[src/rtl/rr_arbiter8.sv]
// rtl/rr_arbiter8.sv - 8-way round-robin arbiter with hold-timeout preemption
// Grants one owner of a shared 8:1 mux path; gnt, sel and busy are registered together.
module rr_arbiter8 #(
  parameter int MAX_HOLD = 16
) (
  input  logic       clk,
  input  logic       reset,
  input  logic [7:0] req,
  output logic [7:0] gnt,
  output logic [2:0] sel,
  output logic       busy,
  output logic       preempt
);

  typedef enum logic {
    ST_IDLE  = 1'b0,
    ST_OWNED = 1'b1
  } state_t;

  localparam logic [7:0] HOLD_LAST = 8'(MAX_HOLD - 1);

  state_t     state_q, state_d;
  logic [7:0] gnt_q, gnt_d;
  logic [2:0] sel_q, sel_d;
  logic       busy_q, busy_d;
  logic       preempt_q, preempt_d;
  logic [7:0] cnt_q, cnt_d;
  logic [2:0] ptr_q, ptr_d;

  logic [7:0] others;
  logic       owner_req;
  logic       idle_found, next_found;
  logic [2:0] idle_idx, next_idx;

  // Circular priority search: returns {found, index} of the first set bit at or after start.
  function automatic logic [3:0] rr_pick(input logic [7:0] r, input logic [2:0] start);
    logic [3:0] res;
    logic [2:0] idx;
    res = 4'd0;
    for (int k = 7; k >= 0; k--) begin
      idx = start + 3'(k);
      if (r[idx]) begin
        res = {1'b1, idx};
      end
    end
    return res;
  endfunction

  function automatic logic [7:0] onehot8(input logic [2:0] idx);
    return 8'b1 << idx;
  endfunction

  always_comb begin
    others                 = req & ~gnt_q;
    owner_req              = |(req & gnt_q);
    {idle_found, idle_idx} = rr_pick(req, ptr_q);
    {next_found, next_idx} = rr_pick(others, sel_q + 3'd1);
  end

  always_comb begin
    state_d   = state_q;
    gnt_d     = gnt_q;
    sel_d     = sel_q;
    busy_d    = busy_q;
    preempt_d = 1'b0;
    cnt_d     = cnt_q;
    ptr_d     = ptr_q;
    case (state_q)
      ST_IDLE: begin
        if (idle_found) begin
          state_d = ST_OWNED;
          gnt_d   = onehot8(idle_idx);
          sel_d   = idle_idx;
          busy_d  = 1'b1;
          cnt_d   = 8'd0;
          ptr_d   = idle_idx + 3'd1;
        end else begin
          gnt_d  = 8'd0;
          sel_d  = 3'd0;
          busy_d = 1'b0;
        end
      end
      ST_OWNED: begin
        if (!owner_req) begin
          if (next_found) begin
            gnt_d = onehot8(next_idx);
            sel_d = next_idx;
            cnt_d = 8'd0;
            ptr_d = next_idx + 3'd1;
          end else begin
            state_d = ST_IDLE;
            gnt_d   = 8'd0;
            sel_d   = 3'd0;
            busy_d  = 1'b0;
            cnt_d   = 8'd0;
          end
        end else if ((cnt_q == HOLD_LAST) && next_found) begin
          // Owner has used its full hold budget while someone else waits.
          gnt_d     = onehot8(next_idx);
          sel_d     = next_idx;
          cnt_d     = 8'd0;
          ptr_d     = next_idx + 3'd1;
          preempt_d = 1'b1;
        end else if (cnt_q != HOLD_LAST) begin
          cnt_d = cnt_q + 8'd1;
        end
      end
      default: begin
        state_d = ST_IDLE;
        gnt_d   = 8'd0;
        sel_d   = 3'd0;
        busy_d  = 1'b0;
        cnt_d   = 8'd0;
      end
    endcase
  end

  always_ff @(posedge clk) begin
    if (reset) begin
      state_q   <= ST_IDLE;
      gnt_q     <= 8'd0;
      sel_q     <= 3'd0;
      busy_q    <= 1'b0;
      preempt_q <= 1'b0;
      cnt_q     <= 8'd0;
      ptr_q     <= 3'd0;
    end else begin
      state_q   <= state_d;
      gnt_q     <= gnt_d;
      sel_q     <= sel_d;
      busy_q    <= busy_d;
      preempt_q <= preempt_d;
      cnt_q     <= cnt_d;
      ptr_q     <= ptr_d;
    end
  end

  assign gnt     = gnt_q;
  assign sel     = sel_q;
  assign busy    = busy_q;
  assign preempt = preempt_q;

endmodule

[config.mk]
export PLATFORM = sky130hd
export DESIGN_NAME = rr_arbiter8
export DESIGN_NICKNAME = d
export VERILOG_FILES = /design/src/rtl/rr_arbiter8.sv
export SDC_FILE = /design/constraint.sdc
export NUM_CORES = 1
export LEC_CHECK = 0
export ABC_AREA = 1
export BUFFER_PORTS_ARGS = -buffer_cell sky130_fd_sc_hd__clkbuf_2
export CORE_ASPECT_RATIO = 1.25
export CORE_MARGIN = 2
export CORE_UTILIZATION = 45
export DETAILED_ROUTE_END_ITERATION = 10
export PLACE_DENSITY = 0.68
export SLEW_MARGIN = 15
export SYNTH_ARGS = -nofsm -noshare
export SYNTH_HDL_FRONTEND = slang
export SYNTH_SLANG_ARGS = --single-unit
[constraint.sdc]
create_clock -name clk -period 3.12 [get_ports clk]
set_clock_uncertainty 0.1 [all_clocks]
set_input_delay 0.624 -clock clk [delete_from_list [all_inputs] [get_ports clk]]
set_output_delay 0.624 -clock clk [all_outputs]
set_load 0.05 [all_outputs]
==> summary.txt <==
Critical path
  – Crit path cell chain: inv_4, ha_4, buf_4, nand3_1, nand3_1, nand2_1, nor2_1, o21ai_0, nand3_1, nand2_1, nand2_1, inv_1, o21ai_1, ha_1, o21ai_0, a21oi_1
  – Worst Path Max Fanout: 10
  – FF-to-FF path depth: 16
  – CP required: 3.19 ns
  – Crit-path max cell delay: 0.37 ns
  – CP delay by family, top: simple AND/OR/NAND/NOR gates
  – Crit path buf inv count: 3
  – Crit Path Category: reg2reg
  – Slowest CP cell: dfxtp_2
  – Arr. time, crit path: 2.93 ns
  – CP Capture Type: flip-flop
  – Crit start category: flip-flop
  – Crit path depth: 16

CTS
  – Clk_lat worst skew: roughly 0.28 ns
  – Clk pin slew, worst setup/hold paths: 0.10 ns
  – H-Tree Depth: 1
  – # hold bufs at CTS: 0
  – Root Buffer: clkbuf_8
  – Number of buffers created by CTS: 3
  – Clock Tree Buf Depth: 2
  – Clk sinks: 25
  – CTS tree: yes

Die
  – Site Rows: 31
  – Initial Util: 46.44%
  – DIE AREA: 6602 um^2
  – Die width: around 73 um
  – Die Span Y: 90.35 um
  – I/O pin cnt: 23
  – CORE AREA: 5779 um^2

Cells and area
  – Share of layout cells above drive strength 1: 19.05%
  – Final instance area: 3042 um^2
  – Layout filler cell count: 628
  – Multi-input logic area: 1954 um^2
  – Layout Area Growth over Synthesis: 13.33%
  – Sequential Area: 504.2 um^2
  – N_diodes: 0
  – Final net count: 521

Route
  – Antenna Nets Post-Route: 0
  – WL final: 7.820 mm
  – DRC violation total after the first TritonRoute iteration: 229
  – Average routed wire per standard cell: 13.72 um
  – Vias after detailed routing: 3,181
  – DRC: 0
  – Vias per inst: 5.581
  – First drt pass iteration count: 5

Placed design
  – DP HPWL: 6.266 mm
  – Post-Place Worst Slack: 0.09531 ns
  – IO buf count: 22
  – Routability cong.: 1.005
  – Cell Area, Placed: 2861 um^2

STA
  – Slew Viols, Final: 0
  – Period utilisation layout: 91.74%
  – Final hold violations: 0
  – Worst slew margin: 71.80%
  – FMAX: 0.3494 GHz
  – Final setup fails: 0
  – Slew @ Worst Pin: 0.4224 ns
  – Final min period: roughly 2.9 ns
  – Final setup margin: 0.2578 ns

GRT
  – Vias in the first global route: roughly 3,000
  – Total track usage: 24.46%
  – Initial antenna violation count: 0
  – Grt total ovfl: 0
  – First-pass GRT wire length: 13.25 mm
  – Largest net degree at the start of global routing: 23

Hold path
  – Hold Path Class: reg2reg
  – Hold depth: 1

Synth
  – Synth Area per Inst: 5.603 um^2
  – Synth area leader: nand3_1
  – Distinct cells, synth: 34
  – Post-synth net total: 495
  – Number of synthesized flops with an enable pin: 0
  – Yosys top cell area share: approximately a fifth
  – Most common cell in the netlist: nand2_1
  – Cells after synthesis: between 400 and 500
  – Register area share after synthesis: 18.65%
  – FFs w/ async S/R, synth: 0%
  – Commonest cells in the synthesized netlist: nand2_1 (132), nand3_1 (103), inv_1 (53)
  – Number of synthesized register bits: 25
  – Yosys Warn Count: 0
  – Top post-synthesis cells by area: nand3_1 (19%), dfxtp_1 (19%), nand2_1 (18%), inv_1 (7.4%), nor2_1 (6.0%)
  – Mapped Area: 2684 um^2
  – Top_reg_cell synth: dfxtp_1

Outcome
  – Status: finished clean

Job
  – Number of max-cap violations: 0
## flip-flops by register name (all words and copies together), names as in the netlist
register	flops
state_q	1
sel	3
gnt	8
busy	1
cnt_q	8
preempt	1
ptr_q	3
## placed cells by master (no fill, tap or decap), drive strengths merged
master / instances
nand2: 141
nand3: 112
inv: 64
nor2: 47
a21oi: 26
dfxtp: 25
clkbuf: 25
o21ai: 23
buf: 11
ha: 6
xor2: 4
nand4: 3
nor3: 3
xnor2: 2
nor4: 2
a22o: 1
a211oi: 1
and3: 1
nor3b: 1
nor2b: 1
a21boi: 1
a31oi: 1
o21a: 1
o22ai: 1
clkinvlp: 1
## worst register-to-register path, delay by kind of cell, from the launching register on
family,cells,cell delay (ns)
and+or+nand+nor,7,0.87
AOI/OAI and AO/OA,4,0.52
buffers and inverters,3,0.31
DFF,1,0.37
adders and majority gates,2,0.56
## path summary, 6_finish.rpt
| kind | startpoint | endpoint | slack (ns) |
|---|---|---|---|
| setup reg to reg | ptr_q[0] | ptr_q[1] | 0.26 |
| hold / removal | busy | busy | 0.38 |
| hold reg to reg | busy | busy | 0.38 |
| setup / recovery | ptr_q[0] | ptr_q[1] | 0.26 |
## through the flow
stage                     std cells  hold slack, ns  utilization (%)  setup TNS [ns]
final                           570          0.3798            52.63               0
after global routing            570          0.4137            52.63        -0.02979
after CTS                       568          0.3866            50.36               0
after detailed placement        564          0.3617            49.51               0
after global placement          564          0.3636            49.51               0
after floorplan                 479          0.3602                -               0
## final cells by class
cell class | instances | share of cell area, %
clock buffers | 3 | 1.357
clock inverters | 1 | 0.2468
inverters | 64 | 8.145
multi-input cells | 378 | 64.25
flip-flops and latches | 25 | 16.58
well taps | 66 | 2.715
repair buffers | 33 | 6.705
## per-layer routing
metal / GRT usage (%) / up-vias / routed length [um]
met5: 0 / - / 0
met4: 10.65 / 0 / 351
met3: 0.8929 / 30 / 261
met2: 43.62 / 97 / 3974
met1: 29.52 / 1439 / 3232
li1: - / 1615 / -
## timing repair
action | CTS | global route
endpoints found under the setup margin | 0 | 10
hold endpoints to repair | 0 | 0
resized for setup | 0 | 33
setup buffers | 0 | 2
## logic make-up after synthesis
kind of cell	after synthesis	synth area share, %
buffers and inverters	76	12.07
AOI/OAI and AO/OA	55	11.19
xor gates and xnor gates	6	1.958
adders and majority gates	6	2.797
DFF	25	18.65
and+or+nand+nor	311	53.33
Power is not shown: default switching activity piles up to over one toggle a cycle in this logic, so the estimate is an artifact.
